<file path="src/rtl/gate_pkg.sv">
// Shared types, gate codes and truth-table constants for the gate truth-table prober.
package gate_pkg;

   typedef enum logic [1:0] {IDLE, DRIVE, SAMPLE, DONE} probe_state_t;

   typedef logic [2:0] gate_id_t;

   localparam gate_id_t GID_UNKNOWN = 3'd0;
   localparam gate_id_t GID_AND     = 3'd1;
   localparam gate_id_t GID_OR      = 3'd2;
   localparam gate_id_t GID_NAND    = 3'd3;
   localparam gate_id_t GID_NOR     = 3'd4;
   localparam gate_id_t GID_XOR     = 3'd5;
   localparam gate_id_t GID_XNOR    = 3'd6;

   // Truth tables indexed by {a,b}
   localparam logic [3:0] TT_AND  = 4'b1000;
   localparam logic [3:0] TT_OR   = 4'b1110;
   localparam logic [3:0] TT_NAND = 4'b0111;
   localparam logic [3:0] TT_NOR  = 4'b0001;
   localparam logic [3:0] TT_XOR  = 4'b0110;
   localparam logic [3:0] TT_XNOR = 4'b1001;

   function automatic gate_id_t classify(input logic [3:0] tt);
      gate_id_t id;
      case (tt)
         TT_AND:  id = GID_AND;
         TT_OR:   id = GID_OR;
         TT_NAND: id = GID_NAND;
         TT_NOR:  id = GID_NOR;
         TT_XOR:  id = GID_XOR;
         TT_XNOR: id = GID_XNOR;
         default: id = GID_UNKNOWN;
      endcase
      return id;
   endfunction

endpackage

</file>
<file path="src/rtl/sync_ff.sv">
// Multi-flop synchronizer for a single asynchronous bit; clears to 0 on reset.
module sync_ff #(
   parameter int unsigned STAGES = 2
) (
   input  logic clk,
   input  logic rst_n,
   input  logic d,
   output logic q
);

   logic [STAGES-1:0] sr;

   always_ff @(posedge clk or negedge rst_n) begin
      if (!rst_n) begin
         sr <= '0;
      end else begin
         sr[0] <= d;
         for (int i = 1; i < STAGES; i++) begin
            sr[i] <= sr[i-1];
         end
      end
   end

   assign q = sr[STAGES-1];

endmodule

</file>
<file path="src/rtl/gate_tt_prober.sv">
// Stimulus/response engine: walks {a,b} through all four vectors, samples the synchronized
// gate output, then classifies the captured truth table and compares it with the expected one.
module gate_tt_prober
   import gate_pkg::*;
#(
   parameter int unsigned SETTLE_CYCLES = 2,
   parameter int unsigned SYNC_STAGES   = 2
) (
   input  logic       clk,
   input  logic       rst_n,
   input  logic       start,
   input  logic [3:0] expect_tt,
   output logic       a,
   output logic       b,
   input  logic       y,
   output logic       busy,
   output logic       done,
   output logic [3:0] truth_table,
   output gate_id_t   gate_id,
   output logic       match
);

   localparam int unsigned HOLD_CYCLES = SETTLE_CYCLES + SYNC_STAGES;
   localparam int unsigned CNT_W       = $clog2(HOLD_CYCLES + 1);
   localparam logic [CNT_W-1:0] CNT_LAST = CNT_W'(HOLD_CYCLES - 1);

   probe_state_t     state_q, state_d;
   logic [1:0]       idx_q, idx_d;
   logic [CNT_W-1:0] cnt_q, cnt_d;
   logic [3:0]       exp_q, exp_d;
   logic [3:0]       tt_q, tt_d;
   gate_id_t         gid_q, gid_d;
   logic             a_q, a_d, b_q, b_d;
   logic             busy_q, busy_d, done_q, done_d, match_q, match_d;
   logic             y_sync;

   sync_ff #(.STAGES(SYNC_STAGES)) u_sync_y (
      .clk   (clk),
      .rst_n (rst_n),
      .d     (y),
      .q     (y_sync)
   );

   always_ff @(posedge clk or negedge rst_n) begin
      if (!rst_n) begin
         state_q <= IDLE;
         idx_q   <= '0;
         cnt_q   <= '0;
         exp_q   <= '0;
         tt_q    <= '0;
         gid_q   <= GID_UNKNOWN;
         a_q     <= 1'b0;
         b_q     <= 1'b0;
         busy_q  <= 1'b0;
         done_q  <= 1'b0;
         match_q <= 1'b0;
      end else begin
         state_q <= state_d;
         idx_q   <= idx_d;
         cnt_q   <= cnt_d;
         exp_q   <= exp_d;
         tt_q    <= tt_d;
         gid_q   <= gid_d;
         a_q     <= a_d;
         b_q     <= b_d;
         busy_q  <= busy_d;
         done_q  <= done_d;
         match_q <= match_d;
      end
   end

   // Next-state and next-output logic; a/b stay on the vector through its SAMPLE cycle
   always_comb begin
      state_d = state_q;
      idx_d   = idx_q;
      cnt_d   = cnt_q;
      exp_d   = exp_q;
      tt_d    = tt_q;
      gid_d   = gid_q;
      a_d     = a_q;
      b_d     = b_q;
      busy_d  = busy_q;
      done_d  = 1'b0;
      match_d = match_q;

      case (state_q)
         IDLE: begin
            a_d    = 1'b0;
            b_d    = 1'b0;
            busy_d = 1'b0;
            if (start) begin
               state_d = DRIVE;
               idx_d   = '0;
               cnt_d   = '0;
               exp_d   = expect_tt;
               tt_d    = '0;
               gid_d   = GID_UNKNOWN;
               match_d = 1'b0;
               busy_d  = 1'b1;
            end
         end
         DRIVE: begin
            if (cnt_q == CNT_LAST) begin
               state_d = SAMPLE;
               cnt_d   = '0;
            end else begin
               cnt_d = cnt_q + 1'b1;
            end
         end
         SAMPLE: begin
            tt_d[idx_q] = y_sync;
            if (idx_q == 2'd3) begin
               state_d = DONE;
               done_d  = 1'b1;
               gid_d   = classify(tt_d);
               match_d = (tt_d == exp_q);
               a_d     = 1'b0;
               b_d     = 1'b0;
            end else begin
               state_d    = DRIVE;
               idx_d      = idx_q + 2'd1;
               cnt_d      = '0;
               {a_d, b_d} = idx_q + 2'd1;
            end
         end
         DONE: begin
            state_d = IDLE;
            busy_d  = 1'b0;
         end
         default: state_d = IDLE;
      endcase
   end

   assign a           = a_q;
   assign b           = b_q;
   assign busy        = busy_q;
   assign done        = done_q;
   assign truth_table = tt_q;
   assign gate_id     = gid_q;
   assign match       = match_q;

endmodule

</file>
<file path="config.mk">
export PLATFORM = sky130hd
export DESIGN_NAME = gate_tt_prober
export DESIGN_NICKNAME = d
export VERILOG_FILES = /design/src/rtl/gate_pkg.sv /design/src/rtl/sync_ff.sv /design/src/rtl/gate_tt_prober.sv
export SDC_FILE = /design/constraint.sdc
export NUM_CORES = 1
export LEC_CHECK = 0
export CAP_MARGIN = 15
export CELL_PAD_IN_SITES_DETAIL_PLACEMENT = 1
export CELL_PAD_IN_SITES_GLOBAL_PLACEMENT = 1
export CORE_ASPECT_RATIO = 1.25
export CORE_MARGIN = 8
export CORE_UTILIZATION = 39
export CTS_BUF_LIST = sky130_fd_sc_hd__clkbuf_8
export DETAILED_ROUTE_END_ITERATION = 10
export GPL_ROUTABILITY_DRIVEN = 1
export GPL_TIMING_DRIVEN = 0
export PLACE_DENSITY = 0.75
export SYNTH_ARGS = -nofsm -noshare
export SYNTH_HDL_FRONTEND = slang
export SYNTH_HIERARCHICAL = 1
export SYNTH_SLANG_ARGS = --single-unit
</file>
<file path="constraint.sdc">
create_clock -name clk -period 1.7 [get_ports clk]
set_input_delay 0.51 -clock clk [delete_from_list [all_inputs] [get_ports clk]]
set_output_delay 0.51 -clock clk [all_outputs]
set_load 0.01 [all_outputs]
</file>
* After elaboration in Yosys (flattened, before gate mapping)
Cells that the tools add are included.
** Storage, ports and cells
- Word-level logic and storage cells :: 73
- Bits in registers :: 25
- Bits of input ports :: 8
** Operators by class
- Add/sub/neg operators :: 2
- Magnitude comparators :: 2
- Reduce and logical (&&, ||, !) cells :: 11
- Equal/unequal tests :: 16
- Mux-type cells :: 30
** Operator list (number)
- 3-bit case mux with 6 select lines :: 1
- 4-bit == test, second input constant :: 3
- 3-bit two-way mux :: 4
- 2-bit two-way mux :: 5
- 3-bit case mux with 3 select lines :: 1
- 3-bit AND reduction :: 3
- 4-bit by 3-bit == test with 1-bit output, second input constant :: 2
- 1-bit two-way mux :: 8
- 2-bit inequality test, second input constant :: 4
- 1-bit case mux with 2 select lines :: 4
- 2-bit case mux with 4 select lines :: 1
- 4-bit case mux with 2 select lines :: 1
- 2-bit == test, second input constant :: 3
- 3-bit case mux with 2 select lines :: 1
- 2-bit AND reduction :: 3
- 4-bit bitwise mux :: 1
- 4-bit by 1-bit == test with 1-bit output, second input constant :: 1
- 4-bit == test :: 1
- 4-bit two-way mux :: 1
- 2-bit case mux with 2 select lines :: 1
- 2-bit nonzero test :: 2
- 3-bit by 1-bit adder with 3-bit output, second input constant :: 1
- 3-bit by 2-bit == test with 1-bit output, second input constant :: 1
- 2-bit by 3-bit < comparator with 1-bit output, second input constant :: 1
- 7 further kinds :: 7

* Longest topological paths before layout
Gate-level depths: netlist of run 1.
- Depth after elaboration :: 9
- Gate-level depth with buffers :: 7
- Gate-level depth less buffers :: 7

* By module
The synthesis of run 1 kept the hierarchy.
** By module, submodules not included
- gate_tt_prober :: times used 1, sequential area each 575.6 µm², area each 1258.7 µm², cells each 119
- sync_ff :: times used 1, sequential area each 50.0 µm², area each 50.0 µm², cells each 2

* Least setup slack after synthesis of run 1
Ideal clock, no wire load.
- Path type :: register to register
- Start :: reg idx_q[0]
- End :: reg gid_q[1], in the netlist gate_id[1]
- Stages on the path, launching flop included :: 7
- Clock period less this slack :: 1.691 ns
- Path slack :: 0.009 ns
- Buffers on the path :: 0
- Data arrival time :: 1.605 ns
- Library setup time :: 0.086 ns
- Path through :: dfrtp_1 -> inv_1 -> ha_1 -> or2_2 -> a211o_1 -> a21boi_1 -> o221ai_2
** Between the ends
- Longest elaborated chain between the ends :: 9
** RTL lines
- start, declared :: line gate_tt_prober.sv:28 : logic [1:0] idx_q, idx_d;
- start signal, assigned :: line gate_tt_prober.sv:59 : idx_q <= idx_d;
- 2-bit by 3-bit < comparator with 1-bit output (not written as such) / 2-bit by 1-bit greater-or-equal comparator with 1-bit output (equally long branches) :: line gate_tt_prober.sv:111 : tt_d[idx_q] = y_sync;
- 1-bit logical AND (not written as such) :: line gate_tt_prober.sv:111
- 1-bit two-way mux (not written as such) :: line gate_tt_prober.sv:111
- 1-bit demux with 2-bit select :: line gate_tt_prober.sv:111
- 4-bit bitwise mux :: line gate_tt_prober.sv:111
- 4-bit == test (tied with other cells) :: line gate_pkg.sv:26 : case (tt)
- 3-bit case mux with 6 select lines :: line gate_pkg.sv:26
- 3-bit two-way mux :: line gate_tt_prober.sv:112 : if (idx_q == 2'd3) begin
- 3-bit case mux with 2 select lines :: line gate_tt_prober.sv:86 : case (state_q)
- end signal, assigned :: line gate_tt_prober.sv:63 : gid_q <= gid_d;
- end, declared :: line gate_tt_prober.sv:32 : gate_id_t gid_q, gid_d;
Parallel ways exist; a longest one is shown, timed or not. The select of a mux whose other input is x is not followed.
A chain may end at the register's enable or synchronous reset.

* Worst setup path after layout of run 1
Ends and elaborated chain as after synthesis.

==> results of run 1 <==
==> metrics by stage <==
stage / std cells / utilization [%] / total power, mW
floorplan: 121 / - / 1.822
global placement: 177 / 47.94 / 2.181
detailed placement: 177 / 47.94 / 2.261
CTS: 185 / 51.94 / 2.777
global route: 189 / 55.24 / 3.112
finish: 189 / 55.24 / 2.908
==> routing by layer <==
layer	up-vias	wire, um
li1	497	-
met1	522	1423
met2	13	1946
met3	2	123
met4	0	20
met5	-	0
==> logic make-up (layout without fill, tap and decap cells) <==
| kind of cell | Yosys count | after routing |
|---|---|---|
| xor gates and xnor gates | 4 | 4 |
| muxes | 8 | 8 |
| adders and majority gates | 10 | 10 |
| DFF | 25 | 25 |
| and+or+nand+nor | 28 | 28 |
| AOI/OAI and AO/OA | 35 | 35 |
| buffers and inverters | 11 | 42 |
==> worst min path at each step <==
stage	cells past startpoint	startpoint	slack (ns)	end
after floorplan	0	rst_n	0.21	a
after global placement	0	u_sync_y/sr[0]	0.34	u_sync_y/sr[1]
after detailed placement	0	u_sync_y/sr[0]	0.36	u_sync_y/sr[1]
after CTS	0	u_sync_y/sr[0]	0.38	u_sync_y/sr[1]
after global routing	1	rst_n	0.32	gate_id[2]
final	1	rst_n	0.29	gate_id[2]
==> state kept, by name (all words and copies together), names as in the netlist, 2 cells and up <==
| name | count |
|---|---|
| exp_q | 4 |
| truth_table | 4 |
| cnt_q | 3 |
| gate_id | 3 |
| idx_q | 2 |
| state_q | 2 |
| u_sync_y/sr | 2 |
==> where the power goes <==
part,switching [mW],internal [mW]
Sequential,0.164,0.784
Clock,0.184,0.161
Combinational,0.817,0.797
Total,1.17,1.74
==> final cells by class <==
type | instances | area (um^2) | share of cell area [%]
multi-input cells | 85 | 744.5 | 41.81
repair buffers | 27 | 272.8 | 15.32
flip-flops and latches | 25 | 628.1 | 35.28
well taps | 37 | 46.29 | 2.600
inverters | 9 | 33.78 | 1.897
plain buffers | 2 | 10.01 | 0.5622
clock buffers | 3 | 41.29 | 2.319
clock inverters | 1 | 3.754 | 0.2108
==> cell usage in the layout, fill, tap and decap left out, drive strengths merged, types with 2 or more instances in the layout <==
cell type and instances:
buf 9, nand4 2, nand2b 4, a21boi 2, dlygate4sd2 8, dfrtp 25
clkbuf 4, mux2i 2, o221ai 2, nand2 13, ha 10, xnor2 4
a31o 2, mux2 6, a211o 2, nor2b 2, a22o 7, a21oi 5
a32o 2, o21ai 8, dlymetal6s2s 5, nor2 3, clkdlybuf4s50 6, inv 10
==> what timing repair did <==
| action | in CTS | in global routing |
|---|---|---|
| buffers inserted | 4 | 3 |
| endpoints found under the setup margin | 17 | 14 |
| gates resized for setup | 26 | 16 |
| pin swaps | 3 | 1 |
==> flow_metrics.env, run 1 <==
export IMPL_synth_fa_ha_area_share_pct=9.560
export IMPL_layout_setup_ws_ns=-0.01499
export IMPL_grt_pass1_vias=1164
export IMPL_slew_headroom_pct=69.20
export IMPL_clk_latency_ns=0.26
export IMPL_synth_top_cell_by_area="dfrtp_1"
export IMPL_path_max_fanout=5
export IMPL_antenna_found_initial=0
export IMPL_rsz0062_at_grt="yes"
export IMPL_setup_viol=1
export IMPL_critPathLaunchType="flip-flop"
export IMPL_critical_path_arrival_ns=1.89
export IMPL_yosysMostFrequentCell="dfrtp_1"
export IMPL_r2r_start="idx_q[0]"
export IMPL_grt_util_all_layers_pct=13.19
export IMPL_period_minus_slack_ns=1.715
export IMPL_layout_nets=171
export IMPL_crit_start="idx_q[0]"
export IMPL_overflow=0
export IMPL_drive_above_1_share_pct=28.29
export IMPL_rows=23
export IMPL_drv_slew=0
export IMPL_met1_usage_pct=14.98
export IMPL_grt_pass1_wl_mm=5.692
export IMPL_outcome="complete, but fails checks"
export IMPL_vias=1034
export IMPL_cts_buffers=3
export IMPL_hpwlAfterDp_mm=2.496
export IMPL_place_congestion=0.7790
export IMPL_die_area_um2=5477
export IMPL_max_freq_mhz=583.1
export IMPL_cp_endpoint="gate_id[1]"
export IMPL_place_area_um2=1545
export IMPL_syn_area_per_cell_um2=10.82
export IMPL_use_met2_pct=24.69
export IMPL_hold_buffers=0
export IMPL_numClockSinks=25
export IMPL_peakVddDrop_mv=0.9095
export IMPL_synthXorXnorAreaFrac_pct=2.677
export IMPL_cts_root_buf="clkbuf_8"
export IMPL_max_stage_delay_ns=0.46
export IMPL_synth_top_family_by_area="compound AO/OA/AOI/OAI gates"
export IMPL_hold_ws_ns=0.2904
export IMPL_synth_nets=139
export IMPL_maxCapViolCount=0
export IMPL_io_buffers=19
export IMPL_hold_viol=0
export IMPL_die_y_um=80.77
export IMPL_wl_per_cell_um=18.59
export IMPL_worst_pin_slew_ns=0.4620
export IMPL_dp_slack_ns=-0.3563
export IMPL_start_util_pct=40.61
export IMPL_dr_first_iter_drc_count=46
export IMPL_crit_chain="ha_4 -> mux2_4 -> a211o_1 -> a21boi_1 -> o221ai_2"
export IMPL_firstDrtPassIters=4
export IMPL_htreeDepth=1
export IMPL_die_x_um=67.82
export IMPL_ys_ff_latch=25
export IMPL_n_antenna_cell=0
export IMPL_routed_wl_mm=3.513
export IMPL_r2r_end="gate_id[1]"
export IMPL_cp_data_required_time_ns=1.87
export IMPL_ios=20
export IMPL_path_class="flip-flop to flip-flop"
export IMPL_synth_area_um2=1309
export IMPL_fillers=347
export IMPL_synthSimpleGateAreaFrac_pct=10.23
export IMPL_synth_ff_type="dfrtp_1"
export IMPL_ant_nets=0
export IMPL_finalCritPeriodShare_pct=100.9
export IMPL_path_buf_inv=0
export IMPL_met3_usage_pct=2.201
export IMPL_synth_area_mux_share_pct=6.979
export IMPL_synth_edf_count=0
export IMPL_synth_compound_area_share_pct=19.50
export IMPL_power_density_nw_per_um2=1633
export IMPL_cts_buffer_depth=2
export IMPL_viasPerCell=5.471
export IMPL_synth_area_top_cells="dfrtp_1, ha_1, a22o_1"
export IMPL_grt_max_degree=26
export IMPL_clkTransAtPathRegs_ns=0.09
export IMPL_drc=0
export IMPL_yosysWarnings=6
export IMPL_synth_common_cells="dfrtp_1, nand2_1, ha_1"
export IMPL_violations="setup timing"
export IMPL_syn_inst=121
export IMPL_synth_top_cell_area_share_pct=47.80
export IMPL_coreArea_um2=3223
export IMPL_r2r_slack_ns=-0.01
export IMPL_r2r_cells=5
export IMPL_design_area_um2=1780
export IMPL_tns_ns=-0.01499
export IMPL_top_usage_layer="met2"
export IMPL_yosysSeqAreaShare_pct=47.80
export IMPL_cp_slowest_cell="dfrtp_2"
export IMPL_path_depth=5
export IMPL_area_growth_pct=36.04
export IMPL_skew_ns=0.001997
export IMPL_cts_tree="yes"
export IMPL_min_path_type="primary input to asynchronous set/reset pin"
export IMPL_p_leak_nw=0.8853
export IMPL_crit_family="compound AO/OA/AOI/OAI gates"
export IMPL_ys_async_sr_fraction_pct=100.0
export IMPL_synth_distinct_cells=33
export IMPL_worstSetupEndpointType="flip-flop"
No activity file was read; power rests on OpenSTA's default activity.
==> inputs of run 2 (changes only) <==
--- a/config.mk
+++ b/config.mk
@@ -16,6 +16,7 @@
 export GPL_ROUTABILITY_DRIVEN = 1
 export GPL_TIMING_DRIVEN = 0
 export PLACE_DENSITY = 0.75
+export SETUP_SLACK_MARGIN = 0.1
 export SYNTH_ARGS = -nofsm -noshare
 export SYNTH_HDL_FRONTEND = slang
 export SYNTH_HIERARCHICAL = 1
==> flow_metrics.env, run 2 (same netlist as run 1, synthesis figures left out) <==
export IMPL_outcome="complete, but fails checks"
export IMPL_violations="setup timing"
export IMPL_p_leak_nw=0.8433
export IMPL_r2r_cells=6
export IMPL_ios=20
export IMPL_crit_start="idx_q[0]"
export IMPL_worst_pin_slew_ns=0.4155
export IMPL_grt_util_all_layers_pct=12.37
export IMPL_place_area_um2=1565
export IMPL_wl_per_cell_um=17.83
export IMPL_p_int_mw=1.778
export IMPL_hold_ws_ns=0.2633
export IMPL_maxCapViolCount=0
export IMPL_min_path_type="primary input to asynchronous set/reset pin"
export IMPL_clkPwrFrac_pct=11.8
export IMPL_place_inst=177
export IMPL_cts_buffers=3
export IMPL_hold_buffers=0
export IMPL_die_y_um=80.77
export IMPL_max_freq_mhz=576.7
export IMPL_cts_tree="yes"
export IMPL_critPathLaunchType="flip-flop"
export IMPL_layout_nets=171
export IMPL_die_area_um2=5477
export IMPL_skew_ns=0.004408
export IMPL_cts_buffer_depth=2
export IMPL_crit_chain="inv_4 -> ha_4 -> or2_4 -> a211o_1 -> a21boi_1 -> o221ai_2"
export IMPL_drv_slew=0
export IMPL_pwr_share_seq_pct=32.2
export IMPL_design_area_um2=1798
export IMPL_io_buffers=19
export IMPL_rsz0062_at_grt="yes"
export IMPL_seq_area_um2=628.1
export IMPL_peakVddDrop_mv=0.9826
export IMPL_tns_ns=-0.04634
export IMPL_cts_root_buf="clkbuf_8"
export IMPL_p_switching_mw=1.186
export IMPL_overflow=0
export IMPL_cp_slowest_cell="dfrtp_2"
export IMPL_start_util_pct=40.61
export IMPL_die_x_um=67.82
export IMPL_area_growth_pct=37.38
export IMPL_final_cell_mix="dfrtp_1, nand2_1, dlygate4sd2_1"
export IMPL_p_sw_share_pct=40.02
export IMPL_grt_max_degree=26
export IMPL_place_congestion=0.7201
export IMPL_path_class="flip-flop to flip-flop"
export IMPL_vias=1027
export IMPL_max_stage_delay_ns=0.48
export IMPL_power_density_nw_per_um2=1648
export IMPL_hpwlAfterDp_mm=2.326
export IMPL_fillers=343
export IMPL_grt_pass1_wl_mm=5.244
export IMPL_coreArea_um2=3223
export IMPL_layout_commonest_cell="dfrtp_1"
export IMPL_slew_headroom_pct=72.30
export IMPL_r2r_slack_ns=-0.03
export IMPL_drive_above_1_share_pct=28.29
export IMPL_grt_pass1_vias=1111
export IMPL_multi_input_area_um2=775.7
export IMPL_antenna_found_initial=0
export IMPL_numClockSinks=25
export IMPL_period_minus_slack_ns=1.734
export IMPL_ant_nets=0
export IMPL_firstDrtPassIters=3
export IMPL_r2r_end="gate_id[1]"
export IMPL_viasPerCell=5.434
export IMPL_htreeDepth=1
export IMPL_routed_wl_mm=3.369
export IMPL_worstSetupEndpointType="flip-flop"
export IMPL_power_frac_comb_pct=56.0
export IMPL_drc=0
export IMPL_rows=23
export IMPL_critical_path_arrival_ns=1.92
export IMPL_layout_setup_ws_ns=-0.03413
export IMPL_setup_viol=2
export IMPL_n_antenna_cell=0
export IMPL_clk_latency_ns=0.27
export IMPL_finalNonFillerCells=189
export IMPL_finalCritPeriodShare_pct=102.0
export IMPL_dr_first_iter_drc_count=35
export IMPL_clkTransAtPathRegs_ns=0.09
export IMPL_hold_viol=0
export IMPL_cp_data_required_time_ns=1.89
export IMPL_path_max_fanout=5
export IMPL_r2r_start="idx_q[0]"
export IMPL_cp_endpoint="gate_id[1]"
export IMPL_power_mw=2.964
-- run 2: how the worst min path moves through the flow --
stage,slack [ns],to,depth (start not counted)
after floorplan,0.21,a,0
after global placement,0.34,u_sync_y/sr[1],0
after detailed placement,0.35,u_sync_y/sr[1],0
after CTS,0.37,u_sync_y/sr[1],0
after global routing,0.29,truth_table[1],1
final,0.26,truth_table[1],1
-- run 2: final cells by class --
cell class                 instances  share of cell area [%]
buffer                             2                  0.5567
clock inverter                     1                  0.2088
sequential                        25                   34.93
tap                               37                   2.575
inverter                           9                   2.018
timing repair buffer              27                   14.27
clock buffer                       3                   2.296
multi-input combinational         85                   43.15
-- run 2: power groups by stage --
| stage | combinational, mW | clock, mW | sequential (mW) |
|---|---|---|---|
| 6_report | 1.66 | 0.349 | 0.954 |
| 2_1_floorplan | 0.901 | 0 | 0.952 |
| 3_3_place_gp | 1.27 | 0 | 0.943 |
| 4_1_cts | 1.43 | 0.359 | 0.944 |
| 5_1_grt | 1.83 | 0.386 | 0.981 |
| 3_5_place_dp | 1.32 | 0 | 0.958 |
-- run 2: worst max-delay path: cells and delay by family, from the launching register on --
| kind | cells | cell delay, ns |
|---|---|---|
| adders and majority gates | 1 | 0.18 |
| AOI/OAI and AO/OA | 3 | 0.68 |
| DFF | 1 | 0.48 |
| and+or+nand+nor | 1 | 0.24 |
| buffers and inverters | 1 | 0.08 |
-- run 2: timing repair --
action	4_1_cts	5_1_grt
buffers inserted	4	3
setup endpoints to repair	52	13
pin swaps	1	2
resized for setup	26	15
-- run 2: stage by stage --
| stage | worst slack (ns) | utilization (%) |
|---|---|---|
| 2_1_floorplan | 0.09713 | - |
| 3_3_place_gp | -0.2637 | 48.56 |
| 3_5_place_dp | -0.3283 | 48.56 |
| 4_1_cts | -0.002189 | 51.63 |
| 5_1_grt | -0.08602 | 55.78 |
| 6_report | -0.03413 | 55.78 |
-- run 2: routing by layer --
metal	track usage (%)	wire (um)	vias to the layer above
li1	-	-	492
met1	14.13	1363	508
met2	21.75	1804	20
met3	2.751	144	7
met4	4.723	57	0
met5	0	0	-
